==> config.mk <==
export PLATFORM = sky130hd
export DESIGN_NAME = mpp_prog_mem
export DESIGN_NICKNAME = d
export VERILOG_FILES = /design/src/rtl/mpp_prog_mem.sv
export SDC_FILE = /design/constraint.sdc
export NUM_CORES = 1
export LEC_CHECK = 0
export CORE_ASPECT_RATIO = 0.5
export CORE_MARGIN = 5
export CORE_UTILIZATION = 65
export DETAILED_ROUTE_END_ITERATION = 10
export DONT_BUFFER_PORTS = 1
export PLACE_DENSITY = 0.84
export SLEW_MARGIN = 15
export SYNTH_ARGS = -nofsm -noshare
export SYNTH_HDL_FRONTEND = slang
export SYNTH_SLANG_ARGS = --single-unit
==> constraint.sdc <==
create_clock -name clk -period 5.9 [get_ports clk]
set_input_delay 1.18 -clock clk [delete_from_list [all_inputs] [get_ports clk]]
set_output_delay 1.18 -clock clk [all_outputs]
set_load 0.1 [all_outputs]
==> src/rtl/mpp_prog_mem.sv <==
// Program memory for the mpp processor: chip-select driven fetches with
// programmable wait states, plus a load port for writing the program image.
module mpp_prog_mem #(
   parameter int                   DATA_W      = 8,
   parameter int                   ADDR_W      = 16,
   parameter int                   DEPTH       = 32,
   parameter int                   WAIT_STATES = 1,
   parameter logic [DATA_W-1:0]    FILL        = '0
) (
   input  logic              clk,
   input  logic              rst_n,
   input  logic              prog_cs_n_i,
   input  logic [ADDR_W-1:0] prog_addr_i,
   output logic [DATA_W-1:0] instruction_o,
   output logic              instr_valid_o,
   output logic              busy_o,
   input  logic              ld_en_i,
   input  logic [ADDR_W-1:0] ld_addr_i,
   input  logic [DATA_W-1:0] ld_data_i,
   output logic              ld_err_o
);

   localparam int              IdxW     = (DEPTH > 1) ? $clog2(DEPTH) : 1;
   localparam logic [ADDR_W:0] DepthL   = (ADDR_W + 1)'(DEPTH);
   localparam logic [3:0]      WaitL    = 4'(WAIT_STATES);
   localparam bit              ZeroWait = (WAIT_STATES == 0);

   typedef enum logic [1:0] {
      S_IDLE,
      S_WAIT,
      S_DONE
   } state_e;

   state_e              state_q, state_d;
   logic [DATA_W-1:0]   mem_q [DEPTH];
   logic [DATA_W-1:0]   instruction_q, instruction_d;
   logic [ADDR_W-1:0]   addr_q, addr_d;
   logic [3:0]          wcnt_q, wcnt_d;
   logic                ldErr_q, ldErr_d;

   logic                accept;
   logic                ldOk;
   logic                captureEn;
   logic [ADDR_W-1:0]   capAddr;
   logic                capInRange;
   logic                ldInRange;
   logic [DATA_W-1:0]   capData;

   assign accept     = (state_q == S_IDLE) && !prog_cs_n_i;
   assign ldInRange  = ({1'b0, ld_addr_i} < DepthL);
   assign ldOk       = ld_en_i && (state_q == S_IDLE) && prog_cs_n_i && ldInRange;
   // With zero wait states the capture happens on the accept edge, so the
   // address comes straight from the port rather than the latched copy.
   assign capAddr    = (state_q == S_IDLE) ? prog_addr_i : addr_q;
   assign capInRange = ({1'b0, capAddr} < DepthL);
   assign capData    = capInRange ? mem_q[capAddr[IdxW-1:0]] : FILL;
   assign captureEn  = (accept && ZeroWait) ||
                       ((state_q == S_WAIT) && !prog_cs_n_i && (wcnt_q == 4'd1));

   always_ff @(posedge clk or negedge rst_n) begin
      if (!rst_n) begin
         state_q <= S_IDLE;
      end else begin
         state_q <= state_d;
      end
   end

   always_comb begin
      state_d = state_q;
      case (state_q)
         S_IDLE: if (!prog_cs_n_i) state_d = ZeroWait ? S_DONE : S_WAIT;
         S_WAIT: begin
            if (prog_cs_n_i)           state_d = S_IDLE;
            else if (wcnt_q == 4'd1)   state_d = S_DONE;
         end
         S_DONE: if (prog_cs_n_i) state_d = S_IDLE;
         default:                      state_d = S_IDLE;
      endcase
   end

   always_comb begin
      instr_valid_o = (state_q == S_DONE);
      busy_o        = (state_q == S_WAIT) || (state_q == S_DONE);
   end

   always_comb begin
      instruction_d = captureEn ? capData : instruction_q;
      addr_d        = accept ? prog_addr_i : addr_q;
      wcnt_d        = wcnt_q;
      if (accept)                  wcnt_d = WaitL;
      else if (state_q == S_WAIT)  wcnt_d = wcnt_q - 4'd1;
      ldErr_d       = ld_en_i && !ldOk;
   end

   always_ff @(posedge clk or negedge rst_n) begin
      if (!rst_n) begin
         instruction_q <= '0;
         addr_q        <= '0;
         wcnt_q        <= '0;
         ldErr_q       <= 1'b0;
      end else begin
         instruction_q <= instruction_d;
         addr_q        <= addr_d;
         wcnt_q        <= wcnt_d;
         ldErr_q       <= ldErr_d;
      end
   end

   // The array has no reset so a boot image survives a mid-fetch reset.
   always_ff @(posedge clk) begin
      if (ldOk) begin
         mem_q[ld_addr_i[IdxW-1:0]] <= ld_data_i;
      end
   end

   assign instruction_o = instruction_q;
   assign ld_err_o      = ldErr_q;

endmodule
==> impl_metrics.env <==
export IMPL_dr_pass1_iters=5
export IMPL_synthesis_instances=631
export IMPL_r2r_start="state_q[1]"
export IMPL_maxSlewHeadroom_pct=24.72
export IMPL_clkSlewWorstSetupHoldPaths_ps=80
export IMPL_initial_utilization_pct=66.18
export IMPL_hp_class="input port to asynchronous set/reset pin"
export IMPL_fin_total_pwr_mw=5.583
export IMPL_synth_compound_area_share_pct=3.594
export IMPL_antenna_diode_count=0
export IMPL_criticalPathCategory="register to register"
export IMPL_port_buffer_count=0
export IMPL_cell_area_after_synthesis_sq_um=11490
export IMPL_ys_seq_elements=287
export IMPL_worst_endpoint_arrival_ps=4600
export IMPL_fmaxAchievable_ghz=0.2390
export IMPL_cts_tree="done"
export IMPL_reg2reg_depth=8
export IMPL_synth_edff_count=256
export IMPL_postCtsResizedCells=0
export IMPL_grt_max_degree=46
export IMPL_finalHoldViolCount=0
export IMPL_area_growth_pct=7.657
export IMPL_routed_wire_length_per_instance_um=29.61
export IMPL_synth_simple_area_share_pct=5.261
export IMPL_die_height_um=104
export IMPL_dominantRegCellSynth="sky130_fd_sc_hd__edfxtp_1"
export IMPL_preCtsSetupSlack_ps=1990
export IMPL_finalHoldWorstSlack_ps=341.3
export IMPL_clkLatencyLatePin_ps=530
export IMPL_core_sq_um=17360
export IMPL_cts_path_max_buffers=3
export IMPL_synth_xor_area_share_pct=0.2287
export IMPL_ios=55
export IMPL_crit_slowest_cell="sky130_fd_sc_hd__mux2i_1"
export IMPL_fin_crit_ps=4184
export IMPL_cts_inserted_buffers=24
export IMPL_timing_critical_path_from_type="register"
export IMPL_leakagePower_nw=4.162
export IMPL_hold_buffers=0
export IMPL_syn_avg_cell_area_sq_um=18.20
export IMPL_gp_congestion=0.8899
export IMPL_die_w_um=198.0
export IMPL_post_route_period_util_pct=70.92
export IMPL_max_stage_delay_ps=980
export IMPL_worst_endpoint_required_ps=6310
export IMPL_largest_fanout_on_the_critical_path=18
export IMPL_result_of_the_run="complete, no violations"
export IMPL_synth_adder_area_share_pct=0.5446
export IMPL_async_flop_share_pct=10.80
export IMPL_timing_critical_path_to_type="register"
export IMPL_clock_root_buffer="sky130_fd_sc_hd__clkbuf_16"
export IMPL_drc=0
export IMPL_post_synth_num_cell_types=45
export IMPL_maximum_capacitance_violations=0
export IMPL_globalRoute_totalOverflow=0
export IMPL_drt_vias_per_instance=7.067
export IMPL_grt_usage_pct=25.77
export IMPL_seq_area_frac_synth_pct=73.67
export IMPL_muxShareOfSynthArea_pct=14.82
export IMPL_htree_num_levels=1
export IMPL_synth_top_family_by_area="multiplexers"
export IMPL_wire_length_of_the_first_global_routing_pass_um=39640
export IMPL_post_cts_setup_driven_buffer_insertion_count=0
export IMPL_rrSetupSlack_ps=1720
export IMPL_drt_iter0_drc=980
export IMPL_cp_cell_sequence="inv_1 > ha_1 > mux2i_1 > nand2b_1 > nor2_1 > a221o_1 > nor3_1 > a211o_1"
export IMPL_rr_endpoint="instruction_o[7]"
export IMPL_final_setup_fails=0
export IMPL_finalMaxSlewViolations=0
export IMPL_drtAntennaViolNets=0
export IMPL_placement_rows=34
export IMPL_clock_skew_final_ps=23.81
export IMPL_power_density_nw_per_um2=451.4
export IMPL_worst_slew_pin_transition_ps=1098
export IMPL_ys_warnings_count=0
export IMPL_ir_worst_vdd_uv=452.6
export IMPL_unrepaired_setup_endpoints_after_global_routing="no"
export IMPL_numClockSinks=287
export IMPL_hpwl_um=16940
export IMPL_final_layout_size_suffix_gt1_share_pct=15.51
export IMPL_layout_core_utilization_pct=71.25
export IMPL_first_global_vias=6294
export IMPL_final_nets=683
export IMPL_dieArea_sq_um=20590
export IMPL_synthesized_netlist_net_count=680
export IMPL_via_count=6254
export IMPL_total_neg_setup_slack_ps=0
export IMPL_setup_ws_ps=1716
export IMPL_antenna_found_initial=0
export IMPL_wirelength_um=26210
[synthesized netlist by cell type, types with 3 or more instances]
library cell | count | area share, %
sky130_fd_sc_hd__mux4_1 | 3 | 0.69
sky130_fd_sc_hd__dfrtp_1 | 31 | 6.8
sky130_fd_sc_hd__buf_1 | 4 | 0.13
sky130_fd_sc_hd__mux2i_1 | 55 | 4.8
sky130_fd_sc_hd__nor3_1 | 16 | 0.70
sky130_fd_sc_hd__mux2_2 | 18 | 1.8
sky130_fd_sc_hd__inv_1 | 6 | 0.20
sky130_fd_sc_hd__buf_6 | 3 | 0.29
sky130_fd_sc_hd__nand2b_1 | 9 | 0.49
sky130_fd_sc_hd__o22ai_1 | 15 | 0.82
sky130_fd_sc_hd__a32oi_1 | 7 | 0.53
sky130_fd_sc_hd__o21ai_0 | 8 | 0.35
sky130_fd_sc_hd__buf_4 | 3 | 0.20
sky130_fd_sc_hd__mux4_2 | 37 | 7.3
sky130_fd_sc_hd__a211o_1 | 7 | 0.53
sky130_fd_sc_hd__clkbuf_1 | 7 | 0.23
sky130_fd_sc_hd__edfxtp_1 | 256 | 67
sky130_fd_sc_hd__nand3_1 | 5 | 0.22
sky130_fd_sc_hd__nor4_1 | 8 | 0.44
sky130_fd_sc_hd__ha_1 | 5 | 0.54
sky130_fd_sc_hd__a21oi_1 | 4 | 0.17
sky130_fd_sc_hd__nor2b_1 | 6 | 0.33
sky130_fd_sc_hd__nand2_1 | 24 | 0.78
sky130_fd_sc_hd__or2_2 | 3 | 0.16
sky130_fd_sc_hd__buf_2 | 8 | 0.35
sky130_fd_sc_hd__a211oi_1 | 7 | 0.46
sky130_fd_sc_hd__a221o_1 | 6 | 0.52
sky130_fd_sc_hd__nor2_1 | 51 | 1.7
[registers in the layout, summed over array words and instances, names as in the netlist]
signal         flops
mem_q            256
state_q            2
ld_err_o           1
wcnt_q             4
addr_q            16
instruction_o      8
[critical path: cells and delay by family, from the launching register on]
family | cells | cell delay, ps
and+or+nand+nor | 3 | 1310
muxes | 1 | 980
adders and majority gates | 1 | 690
AOI/OAI and AO/OA | 2 | 570
DFF | 1 | 410
buffers and inverters | 1 | 110
[area by class of cell]
class,count,area [sq um]
Multi-Input combinational cell,309,2813
Fill cell,944,4990
Sequential cell,287,8463
Inverter,6,22.52
Clock inverter,11,78.83
Timing Repair Buffer,6,45.04
Clock buffer,32,651.9
Tap cell,234,292.8
[power by group]
part / switching (mW) / leakage [nW] / internal [mW] / total [mW]
clock network: 0.682 / 0.359 / 0.821 / 1.50
registers: 0.0588 / 2.69 / 2.29 / 2.35
logic: 1.01 / 1.12 / 0.728 / 1.73
total: 1.75 / 4.16 / 3.84 / 5.58
[per-layer routing]
layer  vias to the layer above  GRT usage (%)  routed length [um]
li1                       2515              -                   -
met1                      3170          37.74                9835
met2                       491          38.47               12060
met3                        78          8.317                3660
met4                         0          6.189                 654
met5                         -              0                   0
[logic make-up after synthesis]
family                     Yosys count
buffers and inverters               35
xor gates and xnor gates             3
DFF                                287
and+or+nand+nor                    129
adders and majority gates            5
muxes                              115
AOI/OAI and AO/OA                   57
[through the flow]
stage          instance area, sq um  cells
4_1_cts                       12370    885
2_1_floorplan                 11490    631
5_1_grt                       12370    885
3_5_place_dp                  11640    842
6_report                      12370    885
3_3_place_gp                  11640    842
[placed cells by master (no fill, tap or decap), types with 9 or more instances in the layout]
cell type / synthesis / final
sky130_fd_sc_hd__nand2b_1: 9 / 9
sky130_fd_sc_hd__mux2i_1: 55 / 54
sky130_fd_sc_hd__mux4_2: 37 / 37
sky130_fd_sc_hd__mux2_2: 18 / 18
sky130_fd_sc_hd__nor2_1: 51 / 51
sky130_fd_sc_hd__dfrtp_1: 31 / 31
sky130_fd_sc_hd__o22ai_1: 15 / 15
sky130_fd_sc_hd__clkbuf_16: 0 / 25
sky130_fd_sc_hd__nor3_1: 16 / 16
sky130_fd_sc_hd__nand2_1: 24 / 24
sky130_fd_sc_hd__edfxtp_1: 256 / 256
[worst max path at each step]
stage | slack, ps | cells past startpoint | startpoint | to
after floorplan | 3060 | 6 | ld_addr_i[8] | mem_q[25][0]
after global placement | 2140 | 9 | state_q[1] | instruction_o[3]
after detailed placement | 1990 | 8 | state_q[1] | instruction_o[0]
after CTS | 1830 | 8 | state_q[1] | instruction_o[7]
after global routing | 1530 | 8 | state_q[0] | instruction_o[7]
final | 1720 | 8 | state_q[1] | instruction_o[7]
No activity file was read; power rests on OpenSTA's default activity.
==> RTL change 1, RTL diff (same settings) <==
Change the parameter `ADDR_W` from 16 to 15.
--- a/src/rtl/mpp_prog_mem.sv
+++ b/src/rtl/mpp_prog_mem.sv
@@ -4,3 +4,3 @@
    parameter int                   DATA_W      = 8,
-   parameter int                   ADDR_W      = 16,
+   parameter int                   ADDR_W      = 15,
    parameter int                   DEPTH       = 32,
Ports: changed (resized ld_addr_i and prog_addr_i); port bits go from 55 to 53. No check against the original RTL was run, so the function may have changed too.
==> RTL change 1 against the original RTL <==
  * Sequential cell count fell by 1
  * Design area rose by 12%
  * Cell count rose by 49%
  * Die area rose by 13%
  * Routed wire length rose by 38%
  * Utilization fell by 1.0 points
  * Power rose by 25%
  * First-iteration DRC count rose by 86%
  * Global-route usage rose by 5.1 points
  * Count of clock-buffer cells in the layout fell by 2
  * Area after synthesis rose by 14%
  * Setup slack improved by 0.46 ns
  * Clock power rose by 5%
==> RTL change 1: results (changes against the original RTL) <==
.. list-table::
   :header-rows: 1

   * - Metric
     - Value
   * - Worst-Skew Late Latency
     - 0.53 ns (about the same)
   * - Unique masters post-synth
     - 68 (+51%)
   * - Register area share after synthesis
     - 64.4% (-9.3 points)
   * - Wire length of the first global-routing pass
     - 54.0 mm (+36%)
   * - Share of layout cells above drive strength 1
     - 7.95% (-7.6 points)
   * - Number of setup buffers added after CTS
     - 0 (unchanged)
   * - Commonest cells post-synth
     - 256 x sky130_fd_sc_hd__edfxtp_1, 129 x sky130_fd_sc_hd__a21oi_1, 122 x sky130_fd_sc_hd__nand2_1
   * - Synthesized-area fraction occupied by xor and xnor cells
     - 0.201% (-0.028 points)
   * - Vias in the first global route
     - 8955 (+42%)
   * - Reported leakage power
     - 4.59 nW (+10%)
   * - Maximum clock insertion buffer count
     - 3 (unchanged)
   * - Cell at the slowest stage of the critical path
     - sky130_fd_sc_hd__ha_4
   * - Initial antenna violation count
     - 1 (+1)
   * - Arithmetic-cell share of the synthesized area counting full adders, half adders and majority gates
     - 0.478% (-0.067 points)
   * - Overall track demand over capacity in global routing
     - 30.9% (+5.1 points)
   * - Final worst clock skew
     - 0.0126 ns (-0.0112 ns)
   * - First-pass iteration count of the detailed router
     - 6 (+1)
   * - Compound-cell area share of the yosys netlist
     - 17.5% (+14 points)
   * - Number of DRC markers after the initial detailed-route iteration
     - 1826 (+86%)
   * - Dominant delay contributor by cell family on the critical path
     - compound AO/OA/AOI/OAI gates
   * - Result of the run
     - finished, final reports clean
   * - Multiplexer area fraction after synthesis
     - 2.84% (-12 points)
   * - Final HPWL DP
     - 22.2 mm (+31%)
   * - Delay contributed by the slowest stage of the critical path
     - 0.60 ns (-0.38 ns)
   * - Share of synthesized flip-flops with an asynchronous set or reset
     - 10.5% (-0.31 points)
   * - CP arrival
     - 4.18 ns (-0.42 ns)
   * - Synth top area cells
     - sky130_fd_sc_hd__edfxtp_1 59%, sky130_fd_sc_hd__dfrtp_1 5.7%, sky130_fd_sc_hd__a21oi_1 4.9%, sky130_fd_sc_hd__nand2_1 3.5%, sky130_fd_sc_hd__nor2_1 2.1%
   * - Number of nets in the layout
     - 1086 (+59%)
   * - Weighted congestion reported at the end of routability-driven placement
     - 1.00 (+13%)
   * - Number of buffers added by the clock tree synthesis step
     - 24 (unchanged)
   * - Routed wire per std cell
     - 27.3 um (-7.7%)
   * - Largest net degree at the start of global routing
     - 83 (+80%)
   * - Total number of vias
     - 9715 (+55%)
   * - Highest net fanout along the worst path
     - 59 (+41)
   * - Rel. slew slack
     - 29.7% (+5.0 points)
   * - Worst IR drop on VDD
     - 0.000296 V (-35%)
[RTL change 1: final timing paths]
check	start	endpoint	slack, ns	depth (start not counted)
worst min-delay path	rst_n	instruction_o[7]$_DFFE_PN0P_	0.34	0
max in group asynchronous	rst_n	addr_q[4]$_DFFE_PN0P_	5.47	0
worst min register to register	addr_q[6]$_DFFE_PN0P_	addr_q[6]$_DFFE_PN0P_	0.52	1
worst max-delay path	state_q[0]$_DFFE_PN0P_	instruction_o[2]$_DFFE_PN0P_	2.18	10
worst max register to register	state_q[0]$_DFFE_PN0P_	instruction_o[2]$_DFFE_PN0P_	2.18	10
min in group clk	addr_q[6]$_DFFE_PN0P_	addr_q[6]$_DFFE_PN0P_	0.52	1
[RTL change 1: kinds of logic after synthesis]
| kind of cell | after synthesis |
|---|---|
| muxes | 35 |
| adders and majority gates | 5 |
| and+or+nand+nor | 298 |
| AOI/OAI and AO/OA | 357 |
| xor gates and xnor gates | 3 |
| buffers and inverters | 100 |
| DFF | 286 |
[RTL change 1: power by group]
| group | internal [mW] | switching [mW] | total (mW) | leakage [nW] |
|---|---|---|---|---|
| Combinational | 0.879 | 1.94 | 2.82 | 1.54 |
| Sequential | 2.30 | 0.268 | 2.56 | 2.67 |
| Clock | 0.861 | 0.708 | 1.57 | 0.376 |
[RTL change 1: metrics by stage]
step / worst slack [ns] / instance area, um2 / cells / hold WS (ns)
6_report: 2.18 / 13800 / 1322 / 0.341
5_1_grt: 1.99 / 13800 / 1322 / 0.331
3_5_place_dp: 2.24 / 13000 / 1279 / 0.503
3_3_place_gp: 2.43 / 13000 / 1279 / 0.491
4_1_cts: 2.34 / 13800 / 1322 / 0.336
2_1_floorplan: 3.03 / 13100 / 1084 / 0.480
[RTL change 1: area by class of cell]
type	count	area, um2
clock buffers	30	644
clock inverters	13	110
fillers	1292	5840
inverters	22	82.6
multi-input cells	698	4130
flip-flops and latches	286	8440
well taps	266	333
repair buffers	7	52.6
[RTL change 1: per-layer routing]
metal	up-vias	global-route usage (%)	wire length [um]
li1	4028	-	-
met1	4561	43.1	12700
met2	987	47.8	16000
met3	139	8.82	6000
met4	0	10.4	1360
met5	-	0	0
==> RTL change 2, RTL diff (config.mk and constraints unchanged) <==
Without the edit above. `addr_q` no longer has a reset.
--- a/src/rtl/mpp_prog_mem.sv
+++ b/src/rtl/mpp_prog_mem.sv
@@ -97,3 +97,2 @@
          instruction_q <= '0;
-         addr_q        <= '0;
          wcnt_q        <= '0;
@@ -102,3 +101,2 @@
          instruction_q <= instruction_d;
-         addr_q        <= addr_d;
          wcnt_q        <= wcnt_d;
@@ -106,2 +104,6 @@
       end
+   end
+
+   always_ff @(posedge clk) begin
+      addr_q <= addr_d;
    end
Function: no difference found for any inputs over 4 cycles, from zero or initial values and one cycle with rst_n low; that may be too few to reach the edited logic, so the function may still have changed.
==> RTL change 2 against the original RTL <==
  * Setup slack gained 0.16 ns
  * Sequential power fell by 2%
  * Cell count decreased by 1.8%
  * Power down 5.9%
  * Design area is 0.34% lower
  * Critical path type unchanged
  * Area after synthesis is 1.0% lower
  * Sequential cell count is the same
  * Routed wire length is 5.0% lower
  * Critical path depth is the same
  * Via count shrank 2.6%
==> RTL change 2: results (changes against the original RTL) <==
.. list-table::
   :header-rows: 1

   * - Metric
     - Value
   * - Vias in the first global route
     - 5994 (-4.8%)
   * - Unique masters post-synth
     - 49 (+8.9%)
   * - Area Overhead vs Synth
     - 8.37%
   * - Register area share after synthesis
     - 75.1% (+1.4 points)
   * - Inst Count DP
     - 829 (-1.5%)
   * - Final HPWL DP
     - 15.7 mm (-7.3%)
   * - Wire length of the first global-routing pass
     - 37.2 mm (-6.2%)
   * - Share of synthesized flip-flops with an asynchronous set or reset
     - 5.23% (-5.6 points)
   * - First-pass iteration count of the detailed router
     - 7 (+2)
   * - Delay contributed by the slowest stage of the critical path
     - 0.91 ns (-0.07 ns)
   * - Number of synthesized flops with an enable pin
     - 272 (+6.3%)
   * - Commonest cells post-synth
     - 272 x sky130_fd_sc_hd__edfxtp_1, 50 x sky130_fd_sc_hd__nor2_1, 49 x sky130_fd_sc_hd__mux2i_1
   * - Number of vias per cell
     - 7.01 (-0.78%)
   * - Reg2reg end
     - instruction_o[2]$_DFFE_PN0P_
   * - Share of layout cells above drive strength 1
     - 14.0% (-1.5 points)
   * - Cell count after synthesis
     - 614 (-2.7%)
   * - Synthesized net count
     - 663 (-2.5%)
   * - Overall routed net length
     - 24.9 mm (-5.0%)
   * - Transition time at the pin with the least slew margin
     - 1.13 ns (+0.0359 ns)
   * - Final worst clock skew
     - 0.0214 ns (-0.00243 ns)
   * - Total number of vias
     - 6093 (-2.6%)
   * - CP arrival
     - 4.41 ns (-0.19 ns)
   * - Number of DRC markers after the initial detailed-route iteration
     - 795 (-19%)
   * - Worst IR drop on VDD
     - 0.000469 V (+3.6%)
   * - Switch Pwr
     - 1.53 mW (-13%)
   * - Standard cell area after detailed placement
     - 11500 um2 (-0.83%)
   * - Overall track demand over capacity in global routing
     - 24.3% (-1.5 points)
   * - Fillers
     - 957 (+1.4%)
   * - Number of nets in the layout
     - 670 (-1.9%)
   * - Result of the run
     - finished, final reports clean
-- RTL change 2: cell types whose count changed after synthesis, moves of 5 or more --
cell | before | now
sky130_fd_sc_hd__a211o_1 | 7 | 0
sky130_fd_sc_hd__dfrtp_1 | 31 | 15
sky130_fd_sc_hd__edfxtp_1 | 256 | 272
sky130_fd_sc_hd__mux2i_1 | 55 | 49
sky130_fd_sc_hd__nand2_1 | 24 | 32
sky130_fd_sc_hd__mux2_2 | 18 | 4
sky130_fd_sc_hd__nor3_1 | 16 | 3
sky130_fd_sc_hd__o31a_1 | 0 | 5
-- RTL change 2: through the flow --
stage | total power, mW | setup WS, ns
global route | 5.42 | 1.70
finish | 5.25 | 1.88
CTS | 5.24 | 2.07
detailed placement | 3.67 | 2.11
global placement | 3.64 | 2.33
floorplan | 3.40 | 3.06
-- RTL change 2: power by group through the flow --
| stage | registers [mW] | clock network, mW | logic, mW |
|---|---|---|---|
| 2_1_floorplan | 2.35 | 0 | 1.05 |
| 3_3_place_gp | 2.35 | 0 | 1.29 |
| 3_5_place_dp | 2.35 | 0 | 1.32 |
| 4_1_cts | 2.31 | 1.59 | 1.33 |
| 5_1_grt | 2.31 | 1.69 | 1.42 |
| 6_report | 2.31 | 1.59 | 1.36 |
-- RTL change 2: cells by family after synthesis --
family                   synth area share, %
flip-flops                              75.1
AND/OR/NAND/NOR                         4.96
multiplexers                            12.9
AO/OA/AOI/OAI                           4.31
buffers and inverters                   1.93
adder cells (fa/ha/maj)                0.550
XOR/XNOR                               0.231
-- RTL change 2: final cells by class --
type,count,share of cell area (%)
multi-input cells,293,21.2
well taps,234,2.38
clock buffers,33,5.64
flip-flops and latches,287,69.3
clock inverters,7,0.721
inverters,7,0.213
repair buffers,8,0.487
-- RTL change 2: routing by layer --
| metal | track usage, % | vias up | share of wire, % | routed length, um |
|---|---|---|---|---|
| li1 | - | 2490 | - | - |
| met4 | 8.16 | 0 | 4.0 | 995 |
| met5 | 0 | - | 0 | 0 |
| met3 | 7.82 | 99 | 13 | 3320 |
| met1 | 34.7 | 3051 | 38 | 9350 |
| met2 | 36.3 | 453 | 45 | 11200 |
-- RTL change 2: worst min-delay path by stage --
| stage | depth (start not counted) | end | slack (ns) |
|---|---|---|---|
| after global routing | 0 | instruction_o[6]$_DFFE_PN0P_ | 0.33 |
| after detailed placement | 2 | state_q[0]$_DFFE_PN0P_ | 0.55 |
| after global placement | 2 | state_q[0]$_DFFE_PN0P_ | 0.50 |
| after CTS | 0 | instruction_o[6]$_DFFE_PN0P_ | 0.34 |
| after floorplan | 2 | state_q[0]$_DFFE_PN0P_ | 0.48 |
| final | 0 | instruction_o[6]$_DFFE_PN0P_ | 0.34 |
